<file path="src/rtl/sc_backg_level_ctrl.sv">
// Background-control sequencer: drives the background-type register's clear,
// shift command and level index; scrolls at a level-dependent rate.
module sc_backg_level_ctrl #(
  parameter int unsigned                 PRESCALER_WIDTH = 24,
  parameter logic [PRESCALER_WIDTH-1:0]  PERIOD_LEVEL1   = 24'd12500000,
  parameter logic [PRESCALER_WIDTH-1:0]  PERIOD_LEVEL2   = 24'd10000000,
  parameter logic [PRESCALER_WIDTH-1:0]  PERIOD_LEVEL3   = 24'd7500000,
  parameter logic [PRESCALER_WIDTH-1:0]  PERIOD_LEVEL4   = 24'd5000000,
  parameter logic [1:0]                  SHIFT_DIR       = 2'b01
) (
  input  logic       SC_RegBACKGTYPE_CLOCK_50,
  input  logic       SC_RegBACKGTYPE_RESET_InHigh,
  input  logic       SC_BackgCtrl_start_InLow,
  input  logic       SC_BackgCtrl_levelup_In,
  input  logic       SC_BackgCtrl_lose_In,
  output logic       SC_BackgCtrl_clear_OutLow,
  output logic [1:0] SC_BackgCtrl_shiftselection_Out,
  output logic [2:0] SC_BackgCtrl_transitioncounter_OutBUS,
  output logic       SC_BackgCtrl_win_Out,
  output logic       SC_BackgCtrl_lose_Out
);

  typedef enum logic [2:0] {
    S_INIT, S_WAIT, S_RUN, S_SHIFT, S_LEVELUP, S_END
  } state_t;

  localparam logic [PRESCALER_WIDTH-1:0] P_ONE = {{(PRESCALER_WIDTH-1){1'b0}}, 1'b1};

  state_t                     r_state, w_state_nxt;
  logic [PRESCALER_WIDTH-1:0] r_pre, w_pre_nxt, w_period;
  logic [2:0]                 r_level, w_level_nxt;
  logic                       r_win, w_win_nxt;
  logic                       r_lose, w_lose_nxt;
  logic                       w_expire;

  always_comb begin
    case (r_level[1:0])
      2'd0:    w_period = PERIOD_LEVEL1;
      2'd1:    w_period = PERIOD_LEVEL2;
      2'd2:    w_period = PERIOD_LEVEL3;
      default: w_period = PERIOD_LEVEL4;
    endcase
    w_expire = (r_pre == (w_period - P_ONE));
  end

  always_comb begin
    w_state_nxt = r_state;
    w_pre_nxt   = r_pre;
    w_level_nxt = r_level;
    w_win_nxt   = r_win;
    w_lose_nxt  = r_lose;
    case (r_state)
      S_INIT: begin
        w_level_nxt = '0;
        w_pre_nxt   = '0;
        w_win_nxt   = 1'b0;
        w_lose_nxt  = 1'b0;
        w_state_nxt = S_WAIT;
      end
      S_WAIT: begin
        if (!SC_BackgCtrl_start_InLow) begin
          w_state_nxt = S_RUN;
          w_pre_nxt   = '0;
        end
      end
      // SHIFT shares RUN's event branches so a pulse landing on the scroll
      // cycle is still honoured, but it never re-triggers a shift.
      S_RUN, S_SHIFT: begin
        if (SC_BackgCtrl_lose_In) begin
          w_state_nxt = S_END;
          w_lose_nxt  = 1'b1;
        end else if (SC_BackgCtrl_levelup_In) begin
          if (r_level < 3'd3) begin
            w_state_nxt = S_LEVELUP;
          end else begin
            w_state_nxt = S_END;
            w_win_nxt   = 1'b1;
          end
        end else if (r_state == S_SHIFT) begin
          w_state_nxt = S_RUN;
          w_pre_nxt   = '0;
        end else if (w_expire) begin
          w_state_nxt = S_SHIFT;
          w_pre_nxt   = '0;
        end else begin
          w_pre_nxt = r_pre + P_ONE;
        end
      end
      S_LEVELUP: begin
        w_level_nxt = (r_level == 3'd3) ? r_level : r_level + 3'd1;
        w_pre_nxt   = '0;
        w_state_nxt = S_RUN;
      end
      S_END: begin
        if (!SC_BackgCtrl_start_InLow) begin
          w_state_nxt = S_INIT;
          w_win_nxt   = 1'b0;
          w_lose_nxt  = 1'b0;
        end
      end
      default: w_state_nxt = S_INIT;
    endcase
  end

  always_ff @(posedge SC_RegBACKGTYPE_CLOCK_50 or posedge SC_RegBACKGTYPE_RESET_InHigh) begin
    if (SC_RegBACKGTYPE_RESET_InHigh) begin
      r_state <= S_INIT;
      r_pre   <= '0;
      r_level <= '0;
      r_win   <= 1'b0;
      r_lose  <= 1'b0;
    end else begin
      r_state <= w_state_nxt;
      r_pre   <= w_pre_nxt;
      r_level <= w_level_nxt;
      r_win   <= w_win_nxt;
      r_lose  <= w_lose_nxt;
    end
  end

  // Outputs are decoded from the present state, so they trail it by one cycle.
  always_ff @(posedge SC_RegBACKGTYPE_CLOCK_50 or posedge SC_RegBACKGTYPE_RESET_InHigh) begin
    if (SC_RegBACKGTYPE_RESET_InHigh) begin
      SC_BackgCtrl_clear_OutLow             <= 1'b0;
      SC_BackgCtrl_shiftselection_Out       <= 2'b00;
      SC_BackgCtrl_transitioncounter_OutBUS <= 3'd0;
      SC_BackgCtrl_win_Out                  <= 1'b0;
      SC_BackgCtrl_lose_Out                 <= 1'b0;
    end else begin
      SC_BackgCtrl_clear_OutLow             <= (r_state != S_INIT);
      SC_BackgCtrl_shiftselection_Out       <= (r_state == S_SHIFT) ? SHIFT_DIR : 2'b00;
      SC_BackgCtrl_transitioncounter_OutBUS <= r_level;
      SC_BackgCtrl_win_Out                  <= r_win;
      SC_BackgCtrl_lose_Out                 <= r_lose;
    end
  end

endmodule

</file>
<file path="config.mk">
export PLATFORM = sky130hd
export DESIGN_NAME = sc_backg_level_ctrl
export DESIGN_NICKNAME = d
export VERILOG_FILES = /design/src/rtl/sc_backg_level_ctrl.sv
export SDC_FILE = /design/constraint.sdc
export NUM_CORES = 1
export LEC_CHECK = 0
export CORE_MARGIN = 2
export CORE_UTILIZATION = 54
export CTS_CLUSTER_DIAMETER = 200
export DETAILED_ROUTE_END_ITERATION = 8
export GPL_ROUTABILITY_DRIVEN = 0
export PLACE_DENSITY = 0.76
export SYNTH_ARGS = -nofsm -noshare
export SYNTH_HDL_FRONTEND = slang
export SYNTH_SLANG_ARGS = --single-unit
</file>
<file path="constraint.sdc">
create_clock -name SC_RegBACKGTYPE_CLOCK_50 -period 3 [get_ports SC_RegBACKGTYPE_CLOCK_50]
set_input_delay 0.6 -clock SC_RegBACKGTYPE_CLOCK_50 [delete_from_list [all_inputs] [get_ports SC_RegBACKGTYPE_CLOCK_50]]
set_output_delay 0.6 -clock SC_RegBACKGTYPE_CLOCK_50 [all_outputs]
set_load 0.01 [all_outputs]
</file>
==> run metrics <==
reg-to-reg critical path startpoint r_level[0]; Layout fillers 379; clock sinks 39; Die Y-Extent 70.6 um; clock root buffer clkbuf_8; worst vdd ir approximately 0.6 mV; status completed; max incr delay on CP approximately 0.52 ns; total routing usage reported by global routing approximately 25%; largest net degree at the start of global routing 40; FF-to-FF path depth 9; Critical Path RT 3.19 ns; cell accounting for the most synthesized area dfrtp_1; vias in the first global route 2,013; Detailed Place HPWL 3970 um; ys async rst share 100%; FF-to-FF End r_pre[21]; dpl ws 0.0305 ns; fin nets 308; final hold vios 0; GR peak layer met2; total number of vias 2,103; M1 GR Usage 34.0%; syn_nets between 200 and 300; Row Count 24; final setup fails 0; grt total ovfl 0; Primary FF master, synth dfrtp_1; Cells after Synth 270; measured slew at the worst slew-check pin 0.502 ns; WL final around 5700 um; fraction of power spent switching nets 37.5%; top cell type's share of synthesized area between 40% and 50%; Starting Density 55.4%; total design power 1.88 mW; port buffer count 11; Hold Path Depth 0; Area Overhead vs Synth 18.1%; Tcrit/Tclk final 97.8%; Crit path buffers/inverters 2; sequential-to-total area share from yosys stat 40.7%; I/O pin cnt 13; routing usage on met2 38.1%; EDFF count, synth 0; Slew headroom between 60% and 70%; most common cell after layout, fill and taps aside dfrtp_1; area of the multi-input gates roughly 1400 sq um; CTS clock-pin slew for the worst setup and hold paths 0.09 ns; Worst-Skew Late Latency approximately 0.31 ns; routing usage on met3 ~5.7%; Detailed Route Iter0 Violations 169; Sequential Power Share between 30 and 40%; TritonCTS buffer count 5; initial antenna violation count 0; critical-path cell list inv_4 -> ha_4 -> or4bb_1 -> o31ai_1 -> or4b_4 -> o41ai_4 -> buf_6 -> nor2_4 -> a311o_1; DR WL/cell 16.4 um; Fin Clk Skew 0.0101 ns; highest clock rate 341 MHz; DRC 0; Startpoint Class flop; share of cells above drive strength 1 13.9%; Comb pwr share 40.0%; crit path kind reg2reg; pwr dens 664 nW/um^2; clk buf depth 2; ant diodes 0; largest cells by area after synthesis dfrtp_1, ha_1, nand2_1; Slew Limit Fails 0; Final Core Density 65.5%; clock network fraction of total power 24.3%; crit path time final 2.93 ns; Critical Path Sink r_pre[21]; Critical Path Slowest Stage Cell or4b_4; via/cell ratio between 6 and 7; Crit Path Max Fanout 8; YS warnings 0; CTS tree built; Pre-antenna DRT Iters 4; synthesized flop and latch total 39; arrival time at the worst endpoint 3.13 ns; commonest cells after routing, fill and taps aside dfrtp_1, nand2_1, nor2_1, buf_4, o21ai_0; Die Area 4990 sq um; Post-DRT Antenna Nets 0; Sw Pwr 0.704 mW; area of the core 4320 sq um; register area 976 sq um; leakage 1.25 nW; synthesized area per cell 8.88 sq um; H-tree levels 2; CP Depth 9; CP endpoint kind flop; Mapped Area 2400 sq um; Die Wd between 70 and 80 um; first-pass GRT wire length 9650 um; Hold WC Path Type reg2reg; Crit. Startpoint r_level[0]; worst reg-to-reg setup slack 0.07 ns; synth unique cells 53; final worst setup slack 0.0660 ns; critical path's top delay family simple AND/OR/NAND/NOR gates; Max-cap violations 0; Int Pwr 1.18 mW
-- registers in the layout, summed over array words and instances (netlist names), 3 cells and up --
| register | flops |
|---|---|
| SC_BackgCtrl_transitioncounter_OutBUS | 3 |
| r_pre | 24 |
| r_state | 3 |
| r_level | 3 |
-- worst min-delay path by stage --
stage,startpoint,end
2_1_floorplan,r_win,SC_BackgCtrl_win_Out
5_1_grt,r_win,SC_BackgCtrl_win_Out
6_report,r_win,SC_BackgCtrl_win_Out
4_1_cts,r_lose,SC_BackgCtrl_lose_Out
3_3_place_gp,r_lose,SC_BackgCtrl_lose_Out
3_5_place_dp,r_win,SC_BackgCtrl_win_Out
-- final cells by class --
class                   instances  share of cell area [%]
inverters                      12                    1.68
well taps                      52                    2.30
multi-input cells             205                    48.0
clock buffers                   5                    2.43
repair buffers                 31                    9.46
clock inverters                 3                    1.63
flip-flops and latches         39                    34.5
-- layer usage --
metal	share of wire, %	wire length (um)
met4	1.8	103
met1	46	2600
met2	47	2690
met3	5.1	288
met5	0	0
-- cells in the mapped netlist, types with 4 or more instances --
master,number
a21o_1,9
a21oi_1,10
a22o_1,4
and3_1,5
clkbuf_1,11
dfrtp_1,39
ha_1,9
inv_1,12
nand2_1,26
nand3_1,11
nor2_1,18
nor2b_1,5
nor3_1,12
nor3b_1,7
o21ai_0,18
o21ai_1,6
o22ai_1,5
or3_1,4
xor2_1,6
-- repair_timing --
item,CTS,global route
resized for setup,0,14
hold buffers,0,0
setup endpoints to repair,0,14
buffers inserted,0,6
-- cells by family after synthesis --
logic type	Yosys count	synth area share, %
and+or+nand+nor	110	24.4
xor gates and xnor gates	9	3.29
adders and majority gates	9	4.70
buffers and inverters	26	4.59
AOI/OAI and AO/OA	73	20.9
DFF	39	40.7
other	1	0.156
muxes	3	1.30
-- through the flow --
stage | std cells | instance area, sq um | setup TNS (ns) | hold slack [ns]
after global routing | 347 | 2830 | -0.0694 | 0.447
after global placement | 333 | 2610 | 0 | 0.403
final | 347 | 2830 | 0 | 0.427
after CTS | 341 | 2730 | 0 | 0.429
after floorplan | 270 | 2400 | 0 | 0.387
after detailed placement | 333 | 2610 | 0 | 0.411
-- power by group through the flow --
stage          Clock (mW)  Sequential (mW)  Combinational [mW]
6_report            0.458            0.671               0.752
5_1_grt             0.481            0.681               0.834
4_1_cts             0.462            0.669               0.665
3_5_place_dp            0            0.679               0.660
3_3_place_gp            0            0.680               0.654
2_1_floorplan           0            0.646               0.462
(Power assumes the default switching activity.)
==> RTL edit: new RTL, same flow settings <==
Set the parameter `PRESCALER_WIDTH` to 32 (it was 24).
--- a/src/rtl/sc_backg_level_ctrl.sv
+++ b/src/rtl/sc_backg_level_ctrl.sv
@@ -1,7 +1,7 @@
 // Background-control sequencer: drives the background-type register's clear,
 // shift command and level index; scrolls at a level-dependent rate.
 module sc_backg_level_ctrl #(
-  parameter int unsigned                 PRESCALER_WIDTH = 24,
+  parameter int unsigned                 PRESCALER_WIDTH = 32,
   parameter logic [PRESCALER_WIDTH-1:0]  PERIOD_LEVEL1   = 24'd12500000,
   parameter logic [PRESCALER_WIDTH-1:0]  PERIOD_LEVEL2   = 24'd10000000,
   parameter logic [PRESCALER_WIDTH-1:0]  PERIOD_LEVEL3   = 24'd7500000,
Formal check against the unedited RTL: no difference found for any inputs over 10 cycles, from zero or initial values and one cycle with SC_RegBACKGTYPE_RESET_InHigh high; that may be too few to reach the edited logic, so the function may still have changed.
==> RTL edit against the original RTL <==
Total power up 11%. Utilization down 0.73 points. Maximum frequency up 0.44%. Global-route usage up 0.55 points. Final area up 18%. Setup slack better by 13 ps. Critical path depth up 1. Synthesized area up 21%. Sequential cell count up 8. Routed wire length up 26%. Critical endpoint is now r_pre[15]. Largest cell class unchanged. Largest power group unchanged.
==> RTL edit: results (changes against the original RTL) <==
| Metric | Value |
|---|---|
| Wire length on met3 | `456 um (was 288 um)` |
| Tot Pwr | `2.08 mW (was 1.88 mW)` |
| Post-synth top cells | `50 x nand2_1, 47 x dfrtp_1, 42 x nand3_1 (was 39 x dfrtp_1, 26 x nand2_1, 18 x nor2_1, 18 x o21ai_0)` |
| Initial antenna violation count | `0 (unchanged)` |
| DR top layer | `met4 (unchanged)` |
| Number of nets in the layout | `370 (was 308)` |
| Clk slew on worst S/H paths | `90 ps (about the same)` |
| Drt initial violations | `326 (was 169)` |
| Vias in the first global route | `2451 (was 2013)` |
| Total GRT Usage | `25.1% (was 24.6%)` |
| Num CTS Buffers | `5 (unchanged)` |
| Reg power frac | `37.2% (was 35.7%)` |
| Largest net degree at the start of global routing | `48 (was 40)` |
| DR WL met2 | `3290 um (was 2690 um)` |
| Net Count, Synth | `357 (was 284)` |
| Clock Path Buffers | `2 (unchanged)` |
| Synth warnings | `0 (unchanged)` |
| Worst vdd ir | `0.532 mV (was 0.600 mV)` |
| Post-Syn Instances | `342 (was 270)` |
| # H-tree levels | `2 (unchanged)` |
| Later-pin clock latency in the skew report | `310 ps (about the same)` |
| Final-layout fill cell count | `465 (was 379)` |
| Outcome | `finished, final reports clean (unchanged)` |
| Setup Skew | `11.1 ps (was 10.1 ps)` |
| DP Area | `3120 um^2 (was 2610 um^2)` |
| Async SR Flop Fraction | `100% (unchanged)` |
| Yosys cell types | `45 (was 53)` |
| PortBufs | `11 (unchanged)` |
| Avg WL per Cell | `16.8 um (was 16.4 um)` |
| CP max FO | `15 (was 8)` |
| Vias per inst | `6.04 (was 6.06)` |
| Share of post-route cells with drive strength above 1 | `10.7% (was 13.9%)` |
| Worst hold path type | `register to register (unchanged)` |
| Diode count | `0 (unchanged)` |
| M1 wire length | `3270 um (was 2600 um)` |
| Placed cells | `413 (was 333)` |
| Pre-CTS WS | `-281 ps (was 30.5 ps)` |
| Internal Power | `1.32 mW (was 1.18 mW)` |
| DR pass1 iterations | `5 (was 4)` |
| Clock root buffer | `clkbuf_8 (unchanged)` |
| Crit path DAT | `3080 ps (was 3130 ps)` |
| Synth top area cells | `dfrtp_1 41%, nand3_1 7.2%, nand2_1 6.5% (was dfrtp_1 41%, ha_1 4.7%, nand2_1 4.1%)` |
| Main synth FF type | `dfrtp_1 (unchanged)` |
| Post-DP HPWL | `4930 um (was 3970 um)` |
| Max-slew violations | `0 (unchanged)` |
| Sequential element share of the synthesized area | `40.6% (was 40.7%)` |
| Vias | `2573 (was 2103)` |
| Top reg by flops | `r_pre (unchanged)` |
| Combinational Power | `0.812 mW (was 0.752 mW)` |
| Max FFs per register | `32 (was 24)` |
| Global-route wire length before repair | `12000 um (was 9650 um)` |
| P_leak | `1.35 nW (was 1.25 nW)` |
[RTL edit: layout make-up]
class,instances,area (um^2),area share [%]
clock buffers,6,82.6,2.48
clock inverters,2,35.0,1.05
multi-input cells,260,1630,48.9
repair buffers,26,260,7.82
flip-flops and latches,47,1180,35.4
well taps,70,87.6,2.63
inverters,15,56.3,1.69
[RTL edit: worst max-delay path, stage by stage (launching register included)]
cell,delay [ps]
dfrtp_2,440
inv_1,190
ha_2,280
nand2b_1,200
xnor2_2,150
a2111oi_4,400
a2111oi_4,110
or4_1,570
nand2_1,140
buf_12,150
o311ai_0,140
[RTL edit: worst paths after layout]
kind / from / endpoint / slack, ps / cells past startpoint
worst max-delay path: r_level[0] / r_pre[15] / 80 / 10
min in group asynchronous: SC_RegBACKGTYPE_RESET_InHigh / r_level[1] / 660 / 3
max in group asynchronous: SC_RegBACKGTYPE_RESET_InHigh / r_level[0] / 2120 / 3
worst min-delay path: r_level[2] / SC_BackgCtrl_transitioncounter_OutBUS[2] / 430 / 0
worst min register to register: r_level[2] / SC_BackgCtrl_transitioncounter_OutBUS[2] / 430 / 0
worst max register to register: r_level[0] / r_pre[15] / 80 / 10
[RTL edit: what timing repair did]
item	4_1_cts	5_1_grt
pin swaps	0	2
buffers inserted	0	5
setup endpoints to repair	24	22
resized for setup	5	7
[RTL edit: routing by layer]
metal	vias to the layer above	global-route usage [%]
met2	107	39.0
met5	-	0
met4	0	8.75
met1	1184	35.5
li1	1270	-
met3	12	4.24
[RTL edit: logic make-up after synthesis]
logic type | after synthesis | share of synthesized area, %
simple gates | 176 | 31.2
compound gates | 59 | 14.1
flops | 47 | 40.6
buf+inv | 35 | 5.18
fa+ha+maj | 10 | 4.31
xor+xnor | 7 | 2.11
mux | 7 | 2.46
other cells | 1 | 0.129
